===== src/rtl/mips_ctrl_pkg.sv =====
// Shared constants for the MIPS multi-cycle control sequencer.
// Holds the microstate numbering (kept stable so microstate-indexed tables
// remain valid), opcode/funct encodings and the ordered decode table.
package mips_ctrl_pkg;

  // Microstate codes
  localparam logic [4:0] S_IDLE        = 5'd0;
  localparam logic [4:0] S_FETCH_REQ   = 5'd1;
  localparam logic [4:0] S_FETCH_WAIT  = 5'd2;
  localparam logic [4:0] S_FETCH_LATCH = 5'd3;
  localparam logic [4:0] S_DECODE      = 5'd4;
  localparam logic [4:0] S_ALU_ADDU    = 5'd6;
  localparam logic [4:0] S_ST_REQ      = 5'd7;
  localparam logic [4:0] S_ST_WAIT     = 5'd8;
  localparam logic [4:0] S_BR_EVAL     = 5'd11;
  localparam logic [4:0] S_BR_TAKE     = 5'd12;
  localparam logic [4:0] S_LD_REQ      = 5'd13;
  localparam logic [4:0] S_LD_WAIT     = 5'd14;
  localparam logic [4:0] S_LD_WB       = 5'd15;
  localparam logic [4:0] S_ALU_SUBU    = 5'd17;
  localparam logic [4:0] S_ALU_ADDIU   = 5'd18;
  localparam logic [4:0] S_ALU_SLTU    = 5'd19;
  localparam logic [4:0] S_ALU_SLTIU   = 5'd20;
  localparam logic [4:0] S_ALU_CLO     = 5'd21;
  localparam logic [4:0] S_ALU_CLZ     = 5'd22;
  localparam logic [4:0] S_ALU_AND     = 5'd23;
  localparam logic [4:0] S_TRAP        = 5'd24;
  localparam logic [4:0] S_ERROR       = 5'd31;

  // Primary opcodes (ir[31:26])
  localparam logic [5:0] OP_SPECIAL  = 6'h00;
  localparam logic [5:0] OP_BEQ      = 6'h04;
  localparam logic [5:0] OP_ADDIU    = 6'h09;
  localparam logic [5:0] OP_SLTIU    = 6'h0B;
  localparam logic [5:0] OP_SPECIAL2 = 6'h1C;
  localparam logic [5:0] OP_LW       = 6'h23;
  localparam logic [5:0] OP_SW       = 6'h2B;

  // Function codes (ir[5:0])
  localparam logic [5:0] FN_ADDU = 6'h21;
  localparam logic [5:0] FN_SUBU = 6'h23;
  localparam logic [5:0] FN_AND  = 6'h24;
  localparam logic [5:0] FN_SLTU = 6'h2B;
  localparam logic [5:0] FN_CLZ  = 6'h20;
  localparam logic [5:0] FN_CLO  = 6'h21;

  typedef struct packed {
    logic [5:0] opcode;
    logic       chk_funct;  // funct field participates in the match
    logic [5:0] funct;
    logic [4:0] code;
  } decode_entry_t;

  // Entry 0 has the highest priority when patterns overlap.
  localparam int NumDecode = 11;
  localparam decode_entry_t DECODE_ORDER [NumDecode] = '{
    '{OP_SPECIAL,  1'b1, FN_ADDU, S_ALU_ADDU},
    '{OP_SPECIAL,  1'b1, FN_SUBU, S_ALU_SUBU},
    '{OP_ADDIU,    1'b0, 6'h00,   S_ALU_ADDIU},
    '{OP_SPECIAL,  1'b1, FN_SLTU, S_ALU_SLTU},
    '{OP_SLTIU,    1'b0, 6'h00,   S_ALU_SLTIU},
    '{OP_SPECIAL2, 1'b1, FN_CLO,  S_ALU_CLO},
    '{OP_SPECIAL2, 1'b1, FN_CLZ,  S_ALU_CLZ},
    '{OP_SPECIAL,  1'b1, FN_AND,  S_ALU_AND},
    '{OP_SW,       1'b0, 6'h00,   S_ST_REQ},
    '{OP_BEQ,      1'b0, 6'h00,   S_BR_EVAL},
    '{OP_LW,       1'b0, 6'h00,   S_LD_REQ}
  };

endpackage


===== src/rtl/instr_state_decoder.sv =====
// Combinational instruction -> first-microstate map.
// Ports:
//   ir   - instruction register contents
//   code - microstate to enter after DECODE; 0 for an unknown encoding
module instr_state_decoder
  import mips_ctrl_pkg::*;
#(
  parameter int unsigned STATE_W = 7,
  parameter int unsigned IR_W    = 32
) (
  input  logic [IR_W-1:0]    ir,
  output logic [STATE_W-1:0] code
);

  logic [5:0] opcode;
  logic [5:0] funct;
  logic       unused_ir_bits;

  assign opcode         = ir[IR_W-1 -: 6];
  assign funct          = ir[5:0];
  assign unused_ir_bits = ^ir[IR_W-7:6];

  // Walk the table backwards so the lowest-index match is written last and wins.
  always_comb begin
    code = '0;
    for (int i = NumDecode - 1; i >= 0; i--) begin
      if (opcode == DECODE_ORDER[i].opcode &&
          (!DECODE_ORDER[i].chk_funct || funct == DECODE_ORDER[i].funct)) begin
        code = STATE_W'(DECODE_ORDER[i].code);
      end
    end
  end

endmodule


===== src/rtl/mips_control_sequencer.sv =====
// Multi-cycle MIPS control sequencer: fetch / decode / execute / memory
// microstates with a bounded MOC wait and a sticky illegal-opcode flag.
// Ports:
//   clk, reset_n     - clock, asynchronous active-low reset
//   ir, moc, cond    - instruction, memory-complete handshake, branch condition
//   state            - current microstate code
//   mem_en, mem_rw   - memory request and direction (1 = read)
//   ir_ld, pc_ld     - IR / PC load strobes
//   reg_wr           - register-file write enable
//   illegal          - sticky unknown-opcode flag
//   timeout_err      - high while in ERROR
module mips_control_sequencer
  import mips_ctrl_pkg::*;
#(
  parameter int unsigned STATE_W     = 7,
  parameter int unsigned IR_W        = 32,
  parameter int unsigned MOC_TIMEOUT = 15
) (
  input  logic               clk,
  input  logic               reset_n,
  input  logic [IR_W-1:0]    ir,
  input  logic               moc,
  input  logic               cond,
  output logic [STATE_W-1:0] state,
  output logic               mem_en,
  output logic               mem_rw,
  output logic               ir_ld,
  output logic               pc_ld,
  output logic               reg_wr,
  output logic               illegal,
  output logic               timeout_err
);

  localparam int unsigned CntW = (MOC_TIMEOUT > 0) ? $clog2(MOC_TIMEOUT + 1) : 1;
  // Last count at which a missing moc still leaves one more chance; hitting it
  // without moc means MOC_TIMEOUT wait cycles have elapsed.
  localparam logic [CntW-1:0] CntLast = (MOC_TIMEOUT > 0) ? CntW'(MOC_TIMEOUT - 1) : '0;

  logic [STATE_W-1:0] state_q, state_d, dec_code;
  logic [CntW-1:0]    wait_cnt_q, wait_cnt_d;
  logic               in_wait, timeout_hit;

  instr_state_decoder #(
    .STATE_W (STATE_W),
    .IR_W    (IR_W)
  ) u_decoder (
    .ir   (ir),
    .code (dec_code)
  );

  assign state = state_q;

  always_comb begin
    state_d     = state_q;
    in_wait     = state_q inside {STATE_W'(S_FETCH_WAIT), STATE_W'(S_ST_WAIT),
                                  STATE_W'(S_LD_WAIT)};
    timeout_hit = (MOC_TIMEOUT != 0) && in_wait && !moc && (wait_cnt_q == CntLast);

    case (state_q)
      STATE_W'(S_IDLE):        state_d = STATE_W'(S_FETCH_REQ);
      STATE_W'(S_FETCH_REQ):   state_d = STATE_W'(S_FETCH_WAIT);
      STATE_W'(S_FETCH_WAIT): begin
        if (moc)              state_d = STATE_W'(S_FETCH_LATCH);
        else if (timeout_hit) state_d = STATE_W'(S_ERROR);
      end
      STATE_W'(S_FETCH_LATCH): state_d = STATE_W'(S_DECODE);
      STATE_W'(S_DECODE):      state_d = (dec_code == '0) ? STATE_W'(S_TRAP) : dec_code;
      STATE_W'(S_ALU_ADDU), STATE_W'(S_ALU_SUBU), STATE_W'(S_ALU_ADDIU),
      STATE_W'(S_ALU_SLTU), STATE_W'(S_ALU_SLTIU), STATE_W'(S_ALU_CLO),
      STATE_W'(S_ALU_CLZ), STATE_W'(S_ALU_AND):
                               state_d = STATE_W'(S_FETCH_REQ);
      STATE_W'(S_ST_REQ):      state_d = STATE_W'(S_ST_WAIT);
      STATE_W'(S_ST_WAIT): begin
        if (moc)              state_d = STATE_W'(S_FETCH_REQ);
        else if (timeout_hit) state_d = STATE_W'(S_ERROR);
      end
      STATE_W'(S_BR_EVAL):     state_d = STATE_W'(S_BR_TAKE);
      STATE_W'(S_BR_TAKE):     state_d = STATE_W'(S_FETCH_REQ);
      STATE_W'(S_LD_REQ):      state_d = STATE_W'(S_LD_WAIT);
      STATE_W'(S_LD_WAIT): begin
        if (moc)              state_d = STATE_W'(S_LD_WB);
        else if (timeout_hit) state_d = STATE_W'(S_ERROR);
      end
      STATE_W'(S_LD_WB):       state_d = STATE_W'(S_FETCH_REQ);
      STATE_W'(S_TRAP):        state_d = STATE_W'(S_FETCH_REQ);
      STATE_W'(S_ERROR):       state_d = STATE_W'(S_ERROR);
      default:                 state_d = STATE_W'(S_ERROR);
    endcase

    // Leaving a wait state zeroes the count, so every entry starts from 0.
    wait_cnt_d = '0;
    if (MOC_TIMEOUT != 0 && in_wait && !moc) begin
      wait_cnt_d = wait_cnt_q + CntW'(1);
    end
  end

  // Outputs are registered from the next state so they track state_q exactly.
  // cond is captured on the edge into BR_TAKE to keep pc_ld a registered signal.
  always_ff @(posedge clk or negedge reset_n) begin
    if (!reset_n) begin
      state_q     <= '0;
      wait_cnt_q  <= '0;
      mem_en      <= 1'b0;
      mem_rw      <= 1'b0;
      ir_ld       <= 1'b0;
      pc_ld       <= 1'b0;
      reg_wr      <= 1'b0;
      illegal     <= 1'b0;
      timeout_err <= 1'b0;
    end else begin
      state_q     <= state_d;
      wait_cnt_q  <= wait_cnt_d;
      mem_en      <= state_d inside {STATE_W'(S_FETCH_REQ), STATE_W'(S_FETCH_WAIT),
                                     STATE_W'(S_ST_REQ), STATE_W'(S_ST_WAIT),
                                     STATE_W'(S_LD_REQ), STATE_W'(S_LD_WAIT)};
      mem_rw      <= state_d inside {STATE_W'(S_FETCH_REQ), STATE_W'(S_FETCH_WAIT),
                                     STATE_W'(S_LD_REQ), STATE_W'(S_LD_WAIT)};
      ir_ld       <= (state_d == STATE_W'(S_FETCH_LATCH));
      pc_ld       <= (state_d == STATE_W'(S_FETCH_LATCH)) ||
                     ((state_d == STATE_W'(S_BR_TAKE)) && cond);
      reg_wr      <= state_d inside {STATE_W'(S_ALU_ADDU), STATE_W'(S_ALU_SUBU),
                                     STATE_W'(S_ALU_ADDIU), STATE_W'(S_ALU_SLTU),
                                     STATE_W'(S_ALU_SLTIU), STATE_W'(S_ALU_CLO),
                                     STATE_W'(S_ALU_CLZ), STATE_W'(S_ALU_AND),
                                     STATE_W'(S_LD_WB)};
      illegal     <= illegal | (state_d == STATE_W'(S_TRAP));
      timeout_err <= (state_d == STATE_W'(S_ERROR));
    end
  end

endmodule


===== config.mk =====
export PLATFORM = sky130hd
export DESIGN_NAME = mips_control_sequencer
export DESIGN_NICKNAME = d
export VERILOG_FILES = /design/src/rtl/mips_ctrl_pkg.sv /design/src/rtl/instr_state_decoder.sv /design/src/rtl/mips_control_sequencer.sv
export SDC_FILE = /design/constraint.sdc
export NUM_CORES = 1
export LEC_CHECK = 0
export BUFFER_PORTS_ARGS = -buffer_cell sky130_fd_sc_hd__buf_2
export CAP_MARGIN = 20
export CORE_MARGIN = 8
export CORE_UTILIZATION = 30
export DETAILED_ROUTE_END_ITERATION = 10
export SKIP_LAST_GASP = 1
export SYNTH_ARGS = -nofsm -noshare
export SYNTH_HDL_FRONTEND = slang
export SYNTH_SLANG_ARGS = --single-unit
export TNS_END_PERCENT = 100

===== constraint.sdc =====
create_clock -name clk -period 3.83 [get_ports clk]
set_clock_uncertainty 0.1 [all_clocks]
set_input_delay 0.766 -clock clk [delete_from_list [all_inputs] [get_ports clk]]
set_output_delay 0.766 -clock clk [all_outputs]
set_load 0.05 [all_outputs]

Word-level counts from Yosys, hierarchy flattened
Cells that the tools add are included.
Word-level totals
  register bits after elaboration: 18
  latch bits: 0
  memory bits (writable): 0
  bits in read-only memories: 0
  bits of input ports: 36
  output and inout bits: 14
  memories: 0
Cells by class
  $add $sub $neg: 1
  $mul: 0
  divide/modulo/power cells: 0
  $lt $le $gt $ge: 0
  equality and inequality tests: 51
  shifts and indexed selects: 0
  multiplexer cells: 18
  bitwise logic cells: 1
  reductions and logical operators: 19
Operators by type and width (number)
  7-bit by 5-bit equality test with 1-bit output, second input constant: 17
  7-bit 2-to-1 mux: 15
  7-bit by 4-bit equality test with 1-bit output, second input constant: 11
  7-bit case mux with 10 select lines: 1
  6-bit equality test, second input constant: 7
  7-bit by 3-bit equality test with 1-bit output, second input constant: 5
  7-bit by 2-bit equality test with 1-bit output, second input constant: 4
  7-bit by 1-bit equality test with 1-bit output, second input constant: 2
  7-bit zero test: 2
  6-bit by 4-bit equality test with 1-bit output, second input constant: 2
  12-bit OR reduction: 1
  1-bit logical AND: 9
  9-bit nonzero test: 1
  4-bit 2-to-1 mux: 2
  6-bit by 3-bit equality test with 1-bit output, second input constant: 1
  6-bit by 5-bit equality test with 1-bit output, second input constant: 1
  6-bit zero test: 1
  6-bit nonzero test: 1
  4-bit by 1-bit adder with 4-bit output, second input constant: 1
  4-bit equality test, second input constant: 1
  4-bit nonzero test: 1
  3-bit nonzero test: 1
  1-bit zero test: 1
  1-bit logical OR: 1
  1-bit bitwise OR: 1

Logic depth before layout (Yosys ltp)
Gate-level depths: netlist of run 1.
  word-level depth: 18
  mapped depth: 10
  mapped depth without buffers: 10

Hierarchy
Synthesis of run 1 repeated with hierarchy kept, for this count alone.
Unflattened totals
  cells, all modules: 146
  area total of the unflattened synthesis: 1336.3 µm²
By module, submodules not included
  mips_control_sequencer: times used 1, cells each 110, area an instance 1069.8 µm², sequential area each 450.4 µm²
  instr_state_decoder: times used 1, cells each 36, area an instance 266.5 µm², sequential area each 0.0 µm²

Least setup slack after synthesis of run 1
OpenSTA, ideal clock, no wires.
  kind: input-to-reg
  from: in ir[4]
  to: reg mem_en
  setup time: 0.081 ns
  data arrival time: 2.823 ns
  slack: 0.825 ns
  stages: 6
  buffers on the path: 0
  cell sequence: or4b_4 -> or4b_4 -> and4b_4 -> a31o_4 -> or3b_1 -> a31oi_2
On the way
  word-level cells in the longest chain between the ends: 15
Ends and longest elaborated chain
  start, declared: RTL line mips_control_sequencer.sv:21  | input logic [IR_W-1:0] ir,
  6-bit equality test: RTL line instr_state_decoder.sv:28  | (!DECODE_ORDER[i].chk_funct || funct == DECODE_ORDER[i].funct)) begin
  1-bit logical AND: RTL line instr_state_decoder.sv:27  | if (opcode == DECODE_ORDER[i].opcode &&
  7-bit 2-to-1 mux (7 in a row): RTL line instr_state_decoder.sv:27
  7-bit 2-to-1 mux *: RTL line instr_state_decoder.sv:27
  7-bit zero test: RTL line mips_control_sequencer.sv:67  | STATE_W'(S_DECODE): state_d = (dec_code == '0) ? STATE_W'(S_TRAP) : dec_code;
  7-bit 2-to-1 mux *: RTL line mips_control_sequencer.sv:67
  7-bit case mux with 10 select lines *: RTL line mips_control_sequencer.sv:59  | case (state_q)
  via state_d[3]: RTL line mips_control_sequencer.sv:39  | logic [STATE_W-1:0] state_q, state_d, dec_code;
  7-bit by 1-bit equality test with 1-bit output, or another cell as far along: RTL line mips_control_sequencer.sv:113  | mem_en <= state_d inside {STATE_W'(S_FETCH_REQ), STATE_W'(S_FETCH_WAIT),
  6-bit nonzero test *: RTL line mips_control_sequencer.sv:113
  end signal, assigned: RTL line mips_control_sequencer.sv:113
  end, declared: RTL line mips_control_sequencer.sv:25  | output logic mem_en,
Mark *: on every way through the listed nets, which the timed path passes. The rest lies on a longest branch.

Worst setup path in the final report of run 1
Ends and elaborated chain as after synthesis.

==> results.toml, run 1 <==
[critical_path]
crit_chain = "buf_2 > or4b_4 > or4b_4 > o211ai_2 > o31ai_1 > a31o_4 > or3b_1 > a31oi_2"
crit_slowest_cell = "or4b_4"
rr_startpoint = "state[3]$_DFF_PN0_"
r2r_cells = 7
critical_path_class = "in -> reg"
cp_common_cell = "or4b_4"
crit_arrival_ps = 3040
worstPathMaxFanout = 8
worst_setup_path_start_kind = "input pin"
crit_path_end_kind = "register"
startpoint = "ir[4]"
r2r_end = "mem_en$_DFF_PN0_"
max_stage_delay_ps = 540
critPathRequiredTime_ps = 3910
r2r_setup_slack_ps = 1090

[timing]
hold_violations = 0
fin_crit_sh_pct = 77.4
fin_hold_ws_ps = 328
rsz0062_at_grt = "no"
setup_viol = 0
fmax_mhz = 337
worst_slew_pin_slew_ps = 613
slew_violations = 0
relSlewSlack_pct = 58.6
period_minus_slack_ps = 2970
tns_ps = 0

[global_routing]
antenna_found_initial = 0
grt_max_degree = 25
grt_overflow_total = 0
grt_pass1_vias = 1434
grt_pass1_wl_um = 6490
track_usage_pct = 10.3

[detailed_routing]
dr_total_vias = 1448
final_antenna_net_count = 0
post_drt_wl_per_cell_um = 13.7
wl_um = 3700
first_pass_iters = 4
vias_per_cell = 5.36
drt_drc_violations_left = 0
detailedRoute.firstIterationViolations = 98

[logic_synthesis]
synth_seq_area_share_pct = 29.8
synth.avg_cell_area_um2 = 8.69
synth_cell_type_count = 66
syn_inst = 174
synthFlopType = "dfrtp_1"
synth_edf_count = 0
synth_seq_cells = 18
synthArstFlopShare_pct = 100
ys_warn_count = 0
synth_area_um2 = 1510

[clocking]
ctsRootBufferMaster = "clkbuf_8"
cts_tree = "yes"
path_clk_slew_ps = 70
clockBufferDepth = 2
post-cts-setup-buffer-count = 0
post_cts_resized = 0
ctsHoldBuffers = 0
cts-htree-levels = 1
clk_latency_ps = 250
cts_sinks = 18
cts_buffers = 3

[floorplanning]
coreArea_um2 = 4980
start_util_pct = 30.4
rows = 26
die_w_um = 87.0
die_h_um = 87.0
dieArea_um2 = 7570
pin_count = 50

[finish]
fillers = 516
drive_gt1_share_pct = 27.0
area_growth_syn_to_layout_pct = 15.9
antenna-diode-count = 0
nets = 239

[place]
io_buffers = 29
gp_congestion = 0.881
dpl.hpwl_um = 2870

[power]
ir_drop_uv = 204
power_leakage_nw = 0.726
powerDensity_nw_per_um2 = 221

[run_status]
status = "finished clean"

[run]
max-cap-violations = 0

[min_path]
hp-class = "in -> async"
## critical path, delay by kind of cell
kind	cells	cell delay (ps)
and+or+nand+nor	3	1490
AOI/OAI and AO/OA	4	680
buffers and inverters	1	110
## flip-flops by register name, indices dropped and copies added (netlist names)
register / flops
state: 7
reg_wr: 1
mem_rw: 1
pc_ld: 1
timeout_err: 1
wait_cnt_q: 4
illegal: 1
mem_en: 1
ir_ld: 1
## worst max path at each step
| stage | slack, ps | to | cells past startpoint |
|---|---|---|---|
| finish | 860 | mem_en$_DFF_PN0_ | 8 |
| global placement | 610 | mem_en$_DFF_PN0_ | 8 |
| floorplan | 830 | mem_en$_DFF_PN0_ | 6 |
| CTS | 860 | mem_en$_DFF_PN0_ | 8 |
| detailed placement | 600 | mem_en$_DFF_PN0_ | 8 |
| global route | 800 | mem_en$_DFF_PN0_ | 8 |
## cells by family after synthesis
kind of cell,synth area share (%)
other,0.248
xor gates and xnor gates,2.32
buffers and inverters,4.39
AOI/OAI and AO/OA,27.2
adders and majority gates,1.66
and+or+nand+nor,34.4
DFF,29.8
## synth_stat cells, drive strengths merged, types with 5 or more instances
cell	n	area, um^2
a21oi	8	40.0
nor3	8	40.0
clkbuf	6	32.5
nand3	7	35.0
o21ai	8	43.8
nand2	13	48.8
dfrtp	18	450
nor2	15	56.3
o211ai	5	42.5
or3	5	35.0
## layout make-up
type | count | area (um^2) | share of cell area [%]
clock buffers | 4 | 55.1 | 3.14
repair buffers | 29 | 145 | 8.29
well taps | 70 | 87.6 | 5.00
flip-flops and latches | 18 | 450 | 25.7
multi-input cells | 145 | 998 | 57.0
inverters | 4 | 15.0 | 0.857
## placed cells by master (no fill, tap or decap), types with 2 or more instances in the layout
cell	n
buf_2	29
dfrtp_1	18
nor2_1	15
nand2_1	13
nor3_1	8
a21oi_1	8
nand3_1	7
o21ai_0	7
nor2b_1	4
inv_1	4
o211ai_1	4
a211oi_1	4
clkbuf_8	4
nand4b_1	3
a211o_1	3
xnor2_1	3
or3_2	3
o31ai_1	3
and4_2	2
nor4_1	2
or3_1	2
or4b_4	2
o2bb2ai_1	2
and4b_1	2
a32o_1	2
nand4_1	2
nand2b_1	2
and3_2	2
nor3b_1	2
a31oi_1	2
ha_1	2
conb_1	2
## metrics by stage
step / area, um^2 / cells / total power [mW] / worst slack (ps) / utilization [%]
finish: 1750 / 270 / 0.387 / 865 / 35.2
global route: 1750 / 270 / 0.407 / 801 / 35.2
CTS: 1750 / 270 / 0.392 / 865 / 35.2
detailed placement: 1700 / 266 / 0.237 / 597 / 34.1
global placement: 1700 / 266 / 0.237 / 610 / 34.1
floorplan: 1520 / 175 / 0.213 / 825 / -
## metal layers
metal,GRT usage (%),share of wire [%]
met5,0,0
met1,12.8,48
met2,17.8,49
met4,2.35,0.49
met3,1.79,2.5
## report_power, final
group | switching (mW) | internal (mW) | leakage [nW] | total, mW
registers | 0.000887 | 0.191 | 0.216 | 0.192
logic | 0.0263 | 0.0146 | 0.481 | 0.0409
clock network | 0.0623 | 0.0913 | 0.0288 | 0.154
No activity file was read; power rests on OpenSTA's default activity.
==> run 2: changes to the inputs <==
- clock period: 3.83 -> 3 ns (I/O delays scaled with it)
==> run 2 against run 1 <==
Clock-buffer cell count fell by 1; critical path type unchanged; final cell count grew 3.3%; highest routed layer is now met3; via count rose by 2.5%; critical endpoint unchanged.
==> results.toml, run 2 (same netlist as run 1, synthesis figures left out) <==
[detailed_routing]
drt_drc_violations_left = 0
post_drt_wl_per_cell_um = 13.4
detailedRoute.firstIterationViolations = 109
dr_total_vias = 1484
final_antenna_net_count = 0
first_pass_iters = 4
wl_um = 3740
vias_per_cell = 5.32

[critical_path]
rr_startpoint = "wait_cnt_q[0]$_DFF_PN0_"
max_stage_delay_ps = 540
crit_chain = "buf_2 > or4b_4 > or4b_4 > o211ai_2 > o31ai_1 > a31o_4 > or3b_1 > a31oi_2"
r2r_cells = 9
path_buf_inv = 1
worstPathMaxFanout = 5
critical_path_class = "in -> reg"
cp.depth = 8
crit_path_end_kind = "register"
crit_slowest_cell = "or4b_4"
crit_family = "simple AND/OR/NAND/NOR gates"
cp_common_cell = "or4b_4"
r2r_setup_slack_ps = 270
critPathRequiredTime_ps = 3070
worst_setup_path_start_kind = "input pin"
r2r_end = "mem_en$_DFF_PN0_"
crit_arrival_ps = 2800

[place]
dpl.hpwl_um = 2990
gp_congestion = 0.871
post-place-ws_ps = 0.864
io_buffers = 29

[timing]
fmax_mhz = 366
relSlewSlack_pct = 60.9
hold_violations = 0
rsz0062_at_grt = "no"
period_minus_slack_ps = 2730
finalWorstSetupSlack_ps = 271
slew_violations = 0
worst_slew_pin_slew_ps = 581
tns_ps = 0
setup_viol = 0
fin_crit_sh_pct = 91.0

[global_routing]
grt_pass1_vias = 1424
grt_max_degree = 21
track_usage_pct = 10.2
grt_pass1_wl_um = 6360
grt_overflow_total = 0
antenna_found_initial = 0

[min_path]
hp-class = "in -> async"

[floorplanning]
start_util_pct = 30.4
coreArea_um2 = 4980
die_h_um = 87.0
pin_count = 50
rows = 26
die_w_um = 87.0
dieArea_um2 = 7570

[finish]
nets = 249
largest_register_ffs = 7
antenna-diode-count = 0
final_common_cell = "buf_2"
drive_gt1_share_pct = 30.1
area_growth_syn_to_layout_pct = 20.0
fillers = 510
layout_common_cells = "buf_2, dfrtp_1, nor2_1"

[clocking]
cts_tree = "yes"
ctsHoldBuffers = 0
cts_buffers = 3
path_clk_slew_ps = 60
clk_latency_ps = 250
ctsRootBufferMaster = "clkbuf_8"
post-cts-setup-buffer-count = 0
cts-htree-levels = 1
clockBufferDepth = 2
cts_sinks = 18
post_cts_resized = 0

[power]
power_leakage_nw = 0.765
power_mw = 0.467
clkPwrFrac_pct = 35.1
p_int_mw = 0.356
ir_drop_uv = 187
pwr-share-comb_pct = 12.3
pwr-share-seq_pct = 52.5
powerDensity_nw_per_um2 = 257
swShare_pct = 23.6
net-switching-power_mw = 0.110

[run]
max-cap-violations = 0

[run_status]
status = "finished clean"
## run 2: changes by cell type in the layout (fill, tap and decap cells not counted), sizes merged
cell,change
clkbuf,-1
buf,+10
## run 2: metal layers
layer  part of all wire [%]  track usage [%]  vias to the layer above
li1                       -                -                      746
met1                     47             12.8                      706
met2                     50             17.7                       32
met3                    2.8             1.60                        0
met4                      0             1.88                        0
met5                      0                0                        -
## run 2: stage by stage
step | cells | area [um^2] | hold slack, ps | utilization [%]
after floorplan | 175 | 1520 | 204 | -
after global placement | 276 | 1770 | 375 | 35.6
after detailed placement | 276 | 1770 | 369 | 35.6
after CTS | 279 | 1810 | 174 | 36.4
after global routing | 279 | 1810 | 191 | 36.4
final | 279 | 1810 | 162 | 36.4
## run 2: worst max-delay path by stage
stage / start / slack, ps / endpoint
6_report: ir[4] / 270 / mem_en$_DFF_PN0_
5_1_grt: wait_cnt_q[0]$_DFF_PN0_ / 130 / mem_en$_DFF_PN0_
4_1_cts: wait_cnt_q[0]$_DFF_PN0_ / 240 / mem_en$_DFF_PN0_
3_5_place_dp: ir[4] / 0.9 / mem_en$_DFF_PN0_
3_3_place_gp: ir[4] / -20 / mem_en$_DFF_PN0_
2_1_floorplan: ir[4] / 160 / mem_en$_DFF_PN0_
## run 2: area by class of cell
cell class / count / area (um^2) / share of cell area, %
repair buffers: 39 / 220 / 12.1
flip-flops and latches: 18 / 450 / 24.8
clock buffers: 3 / 41.3 / 2.28
well taps: 70 / 87.6 / 4.83
inverters: 4 / 15.0 / 0.828
multi-input cells: 145 / 998 / 55.1
## run 2: power by group through the flow
stage                     clock network [mW]  registers, mW  logic (mW)
after floorplan                            0          0.255      0.0180
after global placement                     0          0.250      0.0577
after detailed placement                   0          0.250      0.0579
after CTS                              0.169          0.245      0.0581
after global routing                   0.179          0.245      0.0644
final                                  0.164          0.245      0.0575
==> run 3: changes to the inputs <==
- PLACE_DENSITY: unset -> 0.58
- REMOVE_ABC_BUFFERS: unset -> 1
- clock period: 3 -> 3.55 ns (I/O delays scaled with it)
==> run 3 against run 2 <==
Sequential power fell by 16%; routed wire length rose by 0.24%; clock power fell by 16%; final cell count fell by 3.2%; register-to-register slack improved by 570 ps; utilization fell by 1.4 points; design area fell by 3.7%; total power fell by 17%; critical path type unchanged; global-route usage rose by 0.075 points.
==> results.toml, run 3 (same netlist as run 1, synthesis figures left out) <==
[place]
io_buffers = 29
post-place-ws_ps = 389
dpl.hpwl_um = 2910
gp_congestion = 0.833

[power]
ir_drop_uv = 257
clkPwrFrac_pct = 35.4
power_leakage_nw = 0.723
swShare_pct = 23.6
net-switching-power_mw = 0.0920
pwr-share-seq_pct = 53.2
powerDensity_nw_per_um2 = 223
p_int_mw = 0.297
pwr-share-comb_pct = 11.4

[global_routing]
grt_pass1_vias = 1408
track_usage_pct = 10.2
grt_max_degree = 21
grt_pass1_wl_um = 6430
antenna_found_initial = 0
grt_overflow_total = 0

[clocking]
post_cts_resized = 0
ctsHoldBuffers = 0
cts_buffers = 3
clk_latency_ps = 250
path_clk_slew_ps = 70
cts_tree = "yes"
ctsRootBufferMaster = "clkbuf_8"
cts-htree-levels = 1
cts_sinks = 18
clockBufferDepth = 2
post-cts-setup-buffer-count = 0

[detailed_routing]
final_antenna_net_count = 0
dr_total_vias = 1471
wl_um = 3750
vias_per_cell = 5.45
post_drt_wl_per_cell_um = 13.9
drt_drc_violations_left = 0
detailedRoute.firstIterationViolations = 78
first_pass_iters = 4

[critical_path]
critPathRequiredTime_ps = 3620
crit_path_end_kind = "register"
worstPathMaxFanout = 8
rr_startpoint = "wait_cnt_q[0]$_DFF_PN0_"
critical_path_class = "in -> reg"
r2r_cells = 9
worst_setup_path_start_kind = "input pin"
crit_arrival_ps = 2970
r2r_setup_slack_ps = 840
r2r_end = "mem_en$_DFF_PN0_"

[timing]
tns_ps = 0
finalWorstSetupSlack_ps = 655
fin_hold_ws_ps = 280
setup_viol = 0
hold_violations = 0
period_minus_slack_ps = 2900
worst_slew_pin_slew_ps = 610
relSlewSlack_pct = 58.7
fmax_mhz = 345
slew_violations = 0
rsz0062_at_grt = "no"
fin_crit_sh_pct = 81.6

[finish]
antenna-diode-count = 0
layout_common_cells = "buf_2, dfrtp_1, nor2_1"
fillers = 517
nets = 240
multi_input_area_um2 = 998
largest_register_ffs = 7
area_growth_syn_to_layout_pct = 15.5
drive_gt1_share_pct = 27.0
final_common_cell = "buf_2"
post-route-util_pct = 35.1
ff_latch_area_um2 = 450

[floorplanning]
rows = 26
coreArea_um2 = 4980
pin_count = 50
dieArea_um2 = 7570
start_util_pct = 30.4
die_w_um = 87.0
die_h_um = 87.0

[run]
max-cap-violations = 0

[run_status]
status = "finished clean"

[min_path]
hp-class = "in -> async"
-- run 3: worst max-delay path by stage --
stage	slack, ps	end	from
final	650	mem_en$_DFF_PN0_	ir[4]
after CTS	660	mem_en$_DFF_PN0_	ir[4]
after global placement	400	mem_en$_DFF_PN0_	ir[4]
after detailed placement	390	reg_wr$_DFF_PN0_	ir[4]
after floorplan	600	mem_en$_DFF_PN0_	ir[4]
after global routing	590	mem_en$_DFF_PN0_	ir[3]
-- run 3: per-layer routing --
metal,part of all wire (%),track usage (%),vias to the layer above
met5,0,0,-
met2,47,17.6,40
li1,-,-,728
met1,48,13.1,703
met4,0,0.939,0
met3,4.9,2.26,0
-- run 3: power groups by stage --
stage          sequential (mW)  clock (mW)  combinational, mW
2_1_floorplan            0.215           0             0.0152
3_3_place_gp             0.211           0             0.0439
3_5_place_dp             0.211           0             0.0440
4_1_cts                  0.207       0.143             0.0442
5_1_grt                  0.207       0.150             0.0489
6_report                 0.207       0.138             0.0442
-- run 3: area by class of cell --
| class | instances | area share, % |
|---|---|---|
| Clock buffer | 3 | 2.37 |
| Inverter | 4 | 0.860 |
| Multi-Input combinational cell | 145 | 57.2 |
| Sequential cell | 18 | 25.8 |
| Tap cell | 70 | 5.02 |
| Timing Repair Buffer | 30 | 8.75 |
-- run 3: stage by stage --
step	power, mW	instances	instance area [um^2]
6_report	0.389	270	1750
5_1_grt	0.406	270	1750
4_1_cts	0.394	270	1750
3_5_place_dp	0.255	267	1700
3_3_place_gp	0.255	267	1700
2_1_floorplan	0.230	167	1460
-- run 3: worst max-delay path: stages --
cell and delay [ps]:
buf_2 110, or4b_4 540, or4b_4 540, o211ai_2 110, o31ai_1 120, a31o_4 280, or3b_1 390, a31oi_2 160
